## src/rtl/can_bit_timing.sv

```systemverilog
// CAN bit timing: divides clk into time quanta and sequences SYNC/TSEG1/TSEG2, emitting
// tq, sample and bit-start strobes with hard sync and SJW-limited resynchronisation.
module can_bit_timing #(
    parameter int unsigned BRP_W   = 16,
    parameter int unsigned TSEG1_W = 4,
    parameter int unsigned TSEG2_W = 3,
    parameter int unsigned SJW_W   = 2
) (
    input  logic               clk,
    input  logic               rst,
    input  logic               enable,
    input  logic [BRP_W-1:0]   brp,
    input  logic [TSEG1_W-1:0] tseg1,
    input  logic [TSEG2_W-1:0] tseg2,
    input  logic [SJW_W-1:0]   sjw,
    input  logic               hard_sync_en,
    input  logic               rx,
    output logic               tq_tick,
    output logic               tx_pulse,
    output logic               sample_pulse,
    output logic               sampled_bit,
    output logic [1:0]         seg
);

    // Segment counters must hold the longest TSEG plus the largest SJW extension.
    localparam int unsigned SEG_W = (TSEG1_W > TSEG2_W) ? TSEG1_W : TSEG2_W;
    localparam int unsigned KW    = SEG_W + SJW_W + 1;
    localparam int unsigned CW    = BRP_W + 1;

    typedef enum logic [1:0] {
        SegSync  = 2'd0,
        SegTseg1 = 2'd1,
        SegTseg2 = 2'd2
    } seg_e;

    seg_e             seg_q;
    logic [BRP_W-1:0] cnt_q;
    logic [KW-1:0]    k_q;
    logic [KW-1:0]    ext_q;
    logic [KW-1:0]    shr_q;
    logic             rx_meta_q;
    logic             rx_s_q;
    logic             rx_prev_q;
    logic             edge_used_q;

    logic             tick;
    logic             edge_det;
    logic             resync;
    logic             early_restart;
    logic [KW-1:0]    sjw_tq;
    logic [KW-1:0]    ext_late;
    logic [KW-1:0]    e_early;
    logic [KW-1:0]    ext_d;
    logic [KW-1:0]    shr_d;
    logic [KW-1:0]    l1_last;
    logic [KW-1:0]    l2_last;

    always_comb begin
        tick          = ({1'b0, cnt_q} + CW'(1)) >= {1'b0, brp};
        edge_det      = ~rx_s_q & rx_prev_q & sampled_bit & ~edge_used_q;
        resync        = edge_det & ~hard_sync_en;
        sjw_tq        = KW'(sjw) + KW'(1);
        ext_late      = k_q + KW'(1);
        e_early       = KW'(tseg2) + KW'(1) - k_q;
        ext_d         = ext_q;
        shr_d         = shr_q;
        early_restart = 1'b0;
        if (resync && seg_q == SegTseg1) begin
            ext_d = (ext_late < sjw_tq) ? ext_late : sjw_tq;
        end
        if (resync && seg_q == SegTseg2) begin
            if (e_early <= sjw_tq) begin
                early_restart = 1'b1;
            end else begin
                shr_d = sjw_tq;
            end
        end
        // New ext/shr apply to the tick that detected the edge.
        l1_last = KW'(tseg1) + ext_d;
        l2_last = KW'(tseg2) - shr_d;
    end

    always_ff @(posedge clk or negedge rst) begin
        if (!rst) begin
            cnt_q        <= '0;
            seg_q        <= SegSync;
            k_q          <= '0;
            ext_q        <= '0;
            shr_q        <= '0;
            rx_meta_q    <= 1'b1;
            rx_s_q       <= 1'b1;
            rx_prev_q    <= 1'b1;
            edge_used_q  <= 1'b0;
            tq_tick      <= 1'b0;
            tx_pulse     <= 1'b0;
            sample_pulse <= 1'b0;
            sampled_bit  <= 1'b1;
        end else if (!enable) begin
            cnt_q        <= '0;
            seg_q        <= SegSync;
            k_q          <= '0;
            ext_q        <= '0;
            shr_q        <= '0;
            rx_meta_q    <= 1'b1;
            rx_s_q       <= 1'b1;
            rx_prev_q    <= 1'b1;
            edge_used_q  <= 1'b0;
            tq_tick      <= 1'b0;
            tx_pulse     <= 1'b0;
            sample_pulse <= 1'b0;
        end else begin
            rx_meta_q    <= rx;
            rx_s_q       <= rx_meta_q;
            tq_tick      <= tick;
            tx_pulse     <= 1'b0;
            sample_pulse <= 1'b0;
            cnt_q        <= tick ? '0 : cnt_q + BRP_W'(1);
            if (tick) begin
                rx_prev_q <= rx_s_q;
                if (edge_det) begin
                    edge_used_q <= 1'b1;
                end
                // The ending tq becomes SYNC of a new bit.
                if ((edge_det && hard_sync_en) || early_restart) begin
                    seg_q    <= SegTseg1;
                    k_q      <= '0;
                    ext_q    <= '0;
                    shr_q    <= '0;
                    tx_pulse <= 1'b1;
                end else begin
                    case (seg_q)
                        SegSync: begin
                            seg_q <= SegTseg1;
                            k_q   <= '0;
                        end
                        SegTseg1: begin
                            ext_q <= ext_d;
                            if (k_q == l1_last) begin
                                sample_pulse <= 1'b1;
                                sampled_bit  <= rx_s_q;
                                edge_used_q  <= 1'b0;
                                seg_q        <= SegTseg2;
                                k_q          <= '0;
                            end else begin
                                k_q <= k_q + KW'(1);
                            end
                        end
                        SegTseg2: begin
                            shr_q <= shr_d;
                            if (k_q == l2_last) begin
                                seg_q    <= SegSync;
                                k_q      <= '0;
                                ext_q    <= '0;
                                shr_q    <= '0;
                                tx_pulse <= 1'b1;
                            end else begin
                                k_q <= k_q + KW'(1);
                            end
                        end
                        default: begin
                            seg_q <= SegSync;
                            k_q   <= '0;
                        end
                    endcase
                end
            end
        end
    end

    assign seg = seg_q;

endmodule
```

## config.mk

```make
export PLATFORM = sky130hd
export DESIGN_NAME = can_bit_timing
export DESIGN_NICKNAME = d
export VERILOG_FILES = /design/src/rtl/can_bit_timing.sv
export SDC_FILE = /design/constraint.sdc
export NUM_CORES = 1
export LEC_CHECK = 0
export CAP_MARGIN = 25
export CORE_MARGIN = 10
export CORE_UTILIZATION = 25
export DETAILED_ROUTE_END_ITERATION = 7
export PLACE_DENSITY_LB_ADDON = 0.25
export SLEW_MARGIN = 20
export SYNTH_ARGS = -nofsm -noshare
export SYNTH_HDL_FRONTEND = slang
export SYNTH_SLANG_ARGS = --single-unit
```

## constraint.sdc

```tcl
create_clock -name clk -period 10.61 [get_ports clk]
set_input_delay 2.122 -clock clk [delete_from_list [all_inputs] [get_ports clk]]
set_output_delay 2.122 -clock clk [all_outputs]
set_load 0.05 [all_outputs]
```

==> results.sh <==
export IMPL_ant_nets=0
export IMPL_dr_pass1_iters=4
export IMPL_max_vdd_ir_drop_uv=59.4
export IMPL_swShare_pct=27.3
export IMPL_clk_latency_ns=0.30
export IMPL_end_kind="flop"
export IMPL_hp_start="shr_q[2]"
export IMPL_hp_class="flop to flop"
export IMPL_cts_tree="built"
export IMPL_switching_power_mw=0.116
export IMPL_leakagePower_nw=2.08
export IMPL_cts_htree_levels=2
export IMPL_r2r_start="k_q[0]"
export IMPL_dp_cells=686
export IMPL_cts_buffer_depth=2
export IMPL_finalSetupTns_ns=0
export IMPL_synth_edf_count=0
export IMPL_cts_resized_gates=0
export IMPL_areaGrowthSynthToFinish_pct=18.1
export IMPL_ys_async_sr_fraction_pct=100
export IMPL_dpl_worst_slack_ns=2.12
export IMPL_grt_usage_pct=9.39
export IMPL_finalWorstSetupSlack_ns=2.44
export IMPL_io_buffers=35
export IMPL_hpwlAfterDp_um=7670
export IMPL_drt_wl_total_um=9690
export IMPL_n_fill_cell=1613
export IMPL_die_w_um=145
export IMPL_cp_arrival_ns=8.36
export IMPL_finalHoldViolCount=0
export IMPL_yosysSeqAreaShare_pct=30.1
export IMPL_crit_fanout=12
export IMPL_grt_max_degree=48
export IMPL_synth_main_ff_cell="dfrtp_1"
export IMPL_grt_first_pass_wirelength_um=16800
export IMPL_period_needed_ns=8.17
export IMPL_synth_seq_cells=47
export IMPL_critPathLaunch="tseg2[1]"
export IMPL_internal_power_mw=0.308
export IMPL_skew_ns=0.00966
export IMPL_setup_viol=0
export IMPL_synthCells=453
export IMPL_first_iter_violations=230
export IMPL_grt_overflow=0
export IMPL_critPathKind="input port to flop"
export IMPL_finalMaxSlewViolations=0
export IMPL_p_clk_share_pct=38.8
export IMPL_cts_buffers=5
export IMPL_holdPathStages=2
export IMPL_finalWeightedCongestion=0.825
export IMPL_finalPower_mw=0.424
export IMPL_drive_gt1_share_pct=4.75
export IMPL_worst_slew_pin_slew_ns=0.948
export IMPL_rsz0062_at_grt="false"
export IMPL_status="finished, final reports clean"
export IMPL_via_count=3302
export IMPL_ys_warn_count=0
export IMPL_relSlewSlack_pct=35.9
export IMPL_grt_pass1_vias=3345
export IMPL_r2r_cells=24
export IMPL_dieArea_um2=21100
export IMPL_synth_top_area_share_pct=27.4
export IMPL_cts_root_buf="clkbuf_16"
export IMPL_yosys_top_cells_area="dfrtp_1 (27%), ha_1 (13%), inv_1 (4.3%), nor2b_1 (4.3%), xnor2_1 (4.2%)"
export IMPL_post_cts_buffers=0
export IMPL_diodes=0
export IMPL_avgSynthCellArea_um2=8.65
export IMPL_power_frac_seq_pct=43.6
export IMPL_io_pins=36
export IMPL_die_h_um=145
export IMPL_synth_nets=526
export IMPL_fmax_mhz=122
export IMPL_drt_wirelength_per_cell_um=13.9
export IMPL_row_count=45
export IMPL_ys_types=61
export IMPL_p_comb_share_pct=17.6
export IMPL_p_per_area_nw_per_um2=91.7
export IMPL_vias_per_cell=4.75
export IMPL_maxCapViolations=0
export IMPL_drcViolationCount=0
export IMPL_initial_utilization_pct=25.7
export IMPL_nets=556
export IMPL_clock_sinks=47
export IMPL_final_cells=695
export IMPL_required_ns=10.79
export IMPL_yosys_area_top_type="dfrtp_1"
export IMPL_start_kind="input port"
export IMPL_period_share_pct=77.0
export IMPL_clk_pin_slew_ns=0.07
export IMPL_syn_area_um2=3920
export IMPL_core_um2=15300
export IMPL_cts_hold_fix_buffers=0
export IMPL_antenna_found_initial=0
metal layers:
layer	vias up	routed length (µm)	GRT usage (%)
li1	1667	-	-
met4	0	118	2.33
met3	8	439	2.45
met1	1560	4650	12.2
met2	67	4470	15.1
met5	-	0	0
registers in the layout (all words and copies together), names as in the netlist, 2 cells and up:
name / flops
shr_q: 7
cnt_q: 16
seg: 2
ext_q: 7
k_q: 7
path summary, 6_finish.rpt:
kind | endpoint | slack (ns)
worst max-delay path | k_q[2] | 2.44
worst min register to register | shr_q[2] | 0.48
worst max register to register | k_q[2] | 4.26
min in group asynchronous | cnt_q[4] | 1.93
max in group asynchronous | shr_q[1] | 8.26
worst min-delay path | shr_q[2] | 0.48
cells in the mapped netlist, drive strengths merged, types with 5 or more instances:
master	n
nand2b	12
xnor2	19
nor2	25
inv	45
nand4	6
and2	7
clkbuf	11
nand3	25
nor2b	27
a21o	10
and3	5
dfrtp	43
xor2	11
a211oi	5
mux2i	5
a21oi	24
ha	40
o21a	5
o211ai	6
nor3	6
nand2	28
o21ai	27
stage by stage:
stage               util (%)  hold slack, ns  area, µm²
floorplan                  -           0.450       3920
global placement        29.3           0.472       4470
detailed placement      29.3           0.479       4470
CTS                     30.3           0.490       4620
global route            30.3           0.516       4630
finish                  30.3           0.485       4630
critical path, cell delays in order:
cell	delay (ns)
clkdlybuf4s50_1	0.55
inv_1	0.06
ha_1	0.27
inv_1	0.04
ha_1	0.23
fa_1	0.44
ha_1	0.34
a21o_1	0.17
a211oi_2	0.55
o21ai_0	0.23
nand2_1	0.22
nand2_1	0.07
a21boi_0	0.13
inv_1	0.08
ha_1	0.16
inv_1	0.06
fa_1	0.42
a21oi_1	0.24
o21ai_0	0.16
o2bb2ai_1	0.15
nor3b_1	0.25
xnor2_1	0.14
a2111oi_4	0.48
nor2_2	0.20
o21a_1	0.23
a311o_1	0.35
cell families (layout without fill, tap and decap cells):
family                   count (synthesis)  in the layout  synth area share, %
AO/OA/AOI/OAI                          108            108                 18.9
buffers and inverters                   60             91                 6.22
XOR/XNOR                                30             30                 6.70
AND/OR/NAND/NOR                        159            159                 22.2
multiplexers                             6              6                 1.56
flip-flops                              47             47                 30.1
adder cells (fa/ha/maj)                 43             43                 14.3
final cells by class:
class / instances / area [µm²] / share of cell area [%]
Inverter: 45 / 169 / 3.65
Tap cell: 211 / 264 / 5.70
Timing Repair Buffer: 38 / 368 / 7.95
Clock buffer: 7 / 143 / 3.08
Sequential cell: 47 / 1180 / 25.5
Multi-Input combinational cell: 346 / 2490 / 53.9
Clock inverter: 1 / 8.76 / 0.189
power by group through the flow:
| stage | Sequential [mW] | Combinational, mW | Clock, mW |
|---|---|---|---|
| 2_1_floorplan | 0.191 | 0.0415 | 0 |
| 3_3_place_gp | 0.188 | 0.0738 | 0 |
| 3_5_place_dp | 0.188 | 0.0750 | 0 |
| 4_1_cts | 0.185 | 0.0754 | 0.171 |
| 5_1_grt | 0.186 | 0.0855 | 0.181 |
| 6_report | 0.185 | 0.0745 | 0.165 |
cell usage in the layout, fill, tap and decap left out, types with 11 or more instances in the layout:
cell,netlist,routed
a21oi_1,24,24
clkdlybuf4s50_1,0,34
dfrtp_1,43,43
ha_1,40,40
inv_1,45,45
nand2_1,28,28
nand2b_1,12,12
nand3_1,25,25
nor2_1,24,24
nor2b_1,27,27
o21ai_0,25,25
xnor2_1,19,19
xor2_1,11,11
Note: power is estimated with default switching activity, not from simulation.
